$ cat config.mk
export PLATFORM = sky130hd
export DESIGN_NAME = threshold_sweep_source
export DESIGN_NICKNAME = d
export VERILOG_FILES = /design/src/rtl/threshold_sweep_source.sv
export SDC_FILE = /design/constraint.sdc
export NUM_CORES = 1
export LEC_CHECK = 0
export BUFFER_PORTS_ARGS = -buffer_cell sky130_fd_sc_hd__buf_2
export CAP_MARGIN = 20
export CORE_MARGIN = 2
export CORE_UTILIZATION = 63
export CTS_BUF_LIST = sky130_fd_sc_hd__clkbuf_8
export CTS_CLUSTER_SIZE = 20
export DETAILED_ROUTE_END_ITERATION = 12
export GPL_TIMING_DRIVEN = 0
export PLACE_DENSITY = 0.89
export SYNTH_ARGS = -nofsm -noshare
export SYNTH_HDL_FRONTEND = slang
export SYNTH_SLANG_ARGS = --single-unit
$ cat constraint.sdc
create_clock -name clk -period 5.5 [get_ports clk]
set_input_delay 0.275 -clock clk [delete_from_list [all_inputs] [get_ports clk]]
set_output_delay 0.275 -clock clk [all_outputs]
set_load 0.005 [all_outputs]
$ cat src/rtl/threshold_sweep_source.sv
// Ramp stimulus producer: emits START, START+STEP, ... up to STOP as a valid/ready stream,
// tagging each beat with the expected over-threshold flags for the downstream checker.
module threshold_sweep_source #(
   parameter logic signed [31:0] START  = -32'sd200,
   parameter logic signed [31:0] STOP   = 32'sd0,
   parameter logic        [30:0] STEP   = 31'd10,
   parameter logic signed [31:0] THR_LO = -32'sd100,
   parameter logic signed [31:0] THR_HI = -32'sd50
) (
   input  logic               clk,
   input  logic               rst_n,
   input  logic               start,
   output logic               m_valid,
   input  logic               m_ready,
   output logic signed [31:0] m_data,
   output logic               m_over_lo,
   output logic               m_over_hi,
   output logic               m_last,
   output logic               busy,
   output logic               done,
   output logic        [15:0] sample_count
);

   // Stream handshake: a beat moves on any cycle with m_valid && m_ready. While
   // m_valid is high and m_ready low, data, flags and m_last hold, and m_valid
   // stays asserted until the transfer happens.

   typedef enum logic [1:0] {
      S_IDLE = 2'd0,
      S_RUN  = 2'd1,
      S_DONE = 2'd2
   } state_t;

   state_t              r_state;
   logic signed [31:0]  r_cur;
   logic        [15:0]  r_sample_count;

   logic signed [32:0]  w_next;
   logic                w_run;
   logic                w_last;

   // 33-bit sum so a sweep ending near the top of the signed range cannot wrap
   assign w_next = $signed({r_cur[31], r_cur}) + $signed({2'b00, STEP});
   assign w_run  = (r_state == S_RUN);
   assign w_last = w_run && (w_next > $signed({STOP[31], STOP}));

   always_ff @(posedge clk) begin
      if (!rst_n) begin
         r_state        <= S_IDLE;
         r_cur          <= '0;
         r_sample_count <= '0;
      end else begin
         case (r_state)
            S_IDLE: begin
               if (start) begin
                  r_cur          <= START;
                  r_sample_count <= '0;
                  r_state        <= S_RUN;
               end
            end
            S_RUN: begin
               if (m_ready) begin
                  if (r_sample_count != 16'hFFFF) begin
                     r_sample_count <= r_sample_count + 16'd1;
                  end
                  if (w_last) begin
                     r_state <= S_DONE;
                  end else begin
                     r_cur <= w_next[31:0];
                  end
               end
            end
            S_DONE: begin
               r_state <= S_IDLE;
            end
            default: begin
               r_state <= S_IDLE;
            end
         endcase
      end
   end

   always_comb begin
      m_valid      = w_run;
      busy         = w_run;
      done         = (r_state == S_DONE);
      m_data       = r_cur;
      m_last       = w_last;
      m_over_lo    = w_run && (r_cur > THR_LO);
      m_over_hi    = w_run && (r_cur > THR_HI);
      sample_count = r_sample_count;
   end

endmodule

==> results.py <==
metrics = {
    "finish": {
        "drive_gt1_share_pct": 23.4,
        "final_cell_mix": "buf_2, dfxtp_1, nand2_1, nor2_1, a21oi_1",
        "fin_cells": 569,
        "fill_cells": 413,
        "n_antenna_cell": 0,
        "nets": 504,
        "finish.instance_area_sq_um": 3800,
        "synthToLayoutAreaGrowth_pct": 13.8,
        "layout_commonest_cell": "buf_2",
    },
    "hold_path": {
        "min_path_type": "in -> reg",
    },
    "timing": {
        "fin_tns_setup_ps": 0,
        "worst_pin_slew_ps": 863,
        "setup_viol": 0,
        "hold_viol": 0,
        "fin_ws_ps": 1310,
        "rsz0062_at_grt": "false",
        "hold_slack_ps": 234,
        "period_minus_slack_ps": 4190,
        "drv_slew": 0,
        "slew_headroom_pct": 42.5,
        "period_share_pct": 76.2,
        "fin_worst_skew_ps": 6.64,
        "fmax_mhz": 239,
    },
    "synthesis": {
        "async_flop_share_pct": 0,
        "syn-cell-area_sq_um": 3340,
        "syn_area_per_cell_sq_um": 7.67,
        "muxShareOfSynthArea_pct": 0.300,
        "ys_ff_latch": 49,
        "syn-num-nets": 441,
        "synthAdderAreaFrac_pct": 0.750,
        "synth_xor_area_share_pct": 6.30,
        "synth.distinct_cells": 63,
        "synth-compound-area-share_pct": 26.8,
        "synth_edf_count": 0,
        "yosysWarnings": 0,
        "synthFlopType": "dfxtp_1",
        "synth_simple_gate_area_share_pct": 29.2,
        "synth_top_family_by_area": "simple AND/OR/NAND/NOR gates",
        "yosysSeqAreaShare_pct": 29.4,
        "syn_inst": 435,
    },
    "pwr": {
        "switching_share_pct": 34.6,
        "p_sw_w": 0.000295,
        "intPower_w": 0.000559,
        "leakagePower_nw": 1.47,
        "combPwrFrac_pct": 26.5,
        "p_seq_share_pct": 47.3,
        "clkPwrFrac_pct": 26.2,
        "power_density_nw_per_um2": 225,
        "peakVddDrop_v": 0.000143,
    },
    "critical_path": {
        "cpLargestDelayFamily": "simple AND/OR/NAND/NOR gates",
        "cp-endpoint": "m_data[4]",
        "path_cells": "ha_1, clkbuf_1, o211ai_1, nor4_4, a21boi_0, nor4_1, nand4_1, or4_1, buf_2, o211ai_4, buf_8, a21oi_2, a311oi_2",
        "cpPeakStageDelay_ps": 570,
        "critPathMaxFanout": 10,
        "cp.buffers_inverters": 3,
        "r2r-start": "m_data[1]",
        "timing.rr.end": "m_data[4]",
        "startpoint": "m_data[1]",
        "worstSetupEndpointType": "flop",
        "criticalPathCategory": "reg -> reg",
        "crit_arrival_ps": 4410,
        "r2r_slack_ps": 1310,
        "r2r_cells": 13,
        "critPathLaunchType": "flop",
        "crit_cells": 13,
        "cp_data_required_time_ps": 5720,
        "crit_slowest_cell": "nor4_4",
    },
    "clock_tree": {
        "cts_tree": "yes",
        "numClockSinks": 49,
        "max-clock-path-buffers": 2,
        "cts_hold_buf": 0,
        "cts_resized": 0,
        "path_clk_slew_ps": 100,
        "ctsHtreeMaxLevel": 2,
        "worst_skew_pair.late_latency_ps": 310,
        "postCtsSetupBuffers": 0,
        "cts_root_buffer": "clkbuf_8",
        "numCtsBuffers": 5,
    },
    "place": {
        "pre_cts_slack_ps": 1420,
        "gp_congestion": 0.950,
        "dp_hpwl_um": 7670,
        "numPortBuffers": 56,
        "dpl.cell_count": 561,
        "post_dp_cell_area_sq_um": 3710,
    },
    "global_routing": {
        "grt_remaining_overflow": 0,
        "grt_max_degree": 17,
        "track_usage_pct": 36.2,
        "grt_pass1_vias": 3416,
        "grt_pass1_wl_um": 17100,
        "antenna_found_initial": 0,
    },
    "outcome": {
        "status": "complete, no violations",
    },
    "drt": {
        "vias": 3708,
        "drt_iter0_drc": 401,
        "ant_nets": 0,
        "routed_wl_um": 10600,
        "post_drt_wl_per_cell_um": 18.6,
        "drc": 0,
        "vias_per_cell": 6.52,
        "dr.pass1.iters": 6,
    },
    "floorplan": {
        "core-area_sq_um": 5110,
        "die-area_sq_um": 5900,
        "initial_core_util_pct": 65.4,
        "io_pins": 58,
        "die_h_um": 76.8,
        "rows": 26,
        "die_width_um": 76.8,
    },
    "run": {
        "drv_cap": 0,
    },
}
==> sequential cells by signal (all words and copies together) (netlist names) <==
signal and count:
m_data 31, sample_count 16, r_state 2
==> power by group through the flow <==
stage	combinational [W]	sequential [W]	clock, W
after CTS	0.000221	0.000403	0.000225
after global routing	0.000245	0.000407	0.000236
after detailed placement	0.000220	0.000411	0
after global placement	0.000217	0.000409	0
final	0.000226	0.000404	0.000224
after floorplan	0.000152	0.000409	0
==> worst reg2reg max path, delay by kind of cell, from the launching register on <==
family / cells / cell delay, ps
AND/OR/NAND/NOR: 4 / 1500
flip-flops: 1 / 520
AO/OA/AOI/OAI: 5 / 1130
adder cells (fa/ha/maj): 1 / 200
buffers and inverters: 3 / 770
==> how the worst min path moves through the flow <==
stage | slack [ps] | to | startpoint | depth (start not counted)
finish | 230 | r_state[1] | m_ready | 2
global route | 230 | r_state[1] | m_ready | 2
CTS | 230 | r_state[1] | m_ready | 2
detailed placement | 500 | sample_count[1] | sample_count[1] | 2
global placement | 480 | sample_count[5] | sample_count[5] | 2
floorplan | 420 | r_state[1] | m_ready | 1
==> cell type report <==
type	instances	area [sq um]	area share, %
Buffer	40	200	5.27
Clock buffer	5	68.8	1.81
Tap cell	70	87.6	2.31
Sequential cell	49	981	25.8
Inverter	10	37.5	0.988
Clock inverter	3	22.5	0.593
Multi-Input combinational cell	336	2120	55.8
Timing Repair Buffer	56	280	7.38
==> through the flow <==
step / power (W) / utilization [%]
floorplan: 0.000561 / -
global placement: 0.000626 / 72.6
detailed placement: 0.000631 / 72.6
CTS: 0.000850 / 74.4
global route: 0.000888 / 74.4
finish: 0.000854 / 74.4
==> kinds of logic (layout without fill, tap and decap cells) <==
| group | count (synthesis) | in the layout |
|---|---|---|
| buffers and inverters | 50 | 114 |
| muxes | 1 | 1 |
| and+or+nand+nor | 193 | 193 |
| adders and majority gates | 2 | 2 |
| AOI/OAI and AO/OA | 115 | 115 |
| xor gates and xnor gates | 24 | 24 |
| other | 1 | 1 |
| DFF | 49 | 49 |
==> synthesized netlist by cell type, types with 4 or more instances <==
| master | n | area [sq um] |
|---|---|---|
| buf_2 | 17 | 85.1 |
| clkbuf_1 | 17 | 63.8 |
| nor3_1 | 15 | 75.1 |
| nand4_1 | 20 | 125 |
| nand2_1 | 48 | 180 |
| dfxtp_1 | 49 | 981 |
| a311oi_2 | 6 | 90.1 |
| and3_1 | 11 | 68.8 |
| or3_1 | 4 | 25.0 |
| o21ai_0 | 13 | 65.1 |
| nand3_1 | 23 | 115 |
| nor2_1 | 43 | 161 |
| o211a_1 | 4 | 40.0 |
| a211oi_2 | 5 | 62.6 |
| a311oi_1 | 5 | 43.8 |
| xnor2_1 | 7 | 61.3 |
| a21oi_1 | 26 | 130 |
| a31oi_1 | 10 | 62.6 |
| nand2b_1 | 5 | 31.3 |
| inv_1 | 9 | 33.8 |
| xor2_1 | 17 | 149 |
| nor4_1 | 7 | 43.8 |
| a21oi_2 | 8 | 70.1 |
==> layer usage <==
| metal | vias to the layer above | part of all wire (%) | global-route usage, % |
|---|---|---|---|
| met5 | - | 0 | 0 |
| met2 | 238 | 47 | 59.6 |
| met4 | 0 | 3.4 | 13.8 |
| met3 | 46 | 10 | 8.24 |
| li1 | 1726 | - | - |
| met1 | 1698 | 39 | 45.8 |
(Power assumes the default switching activity.)
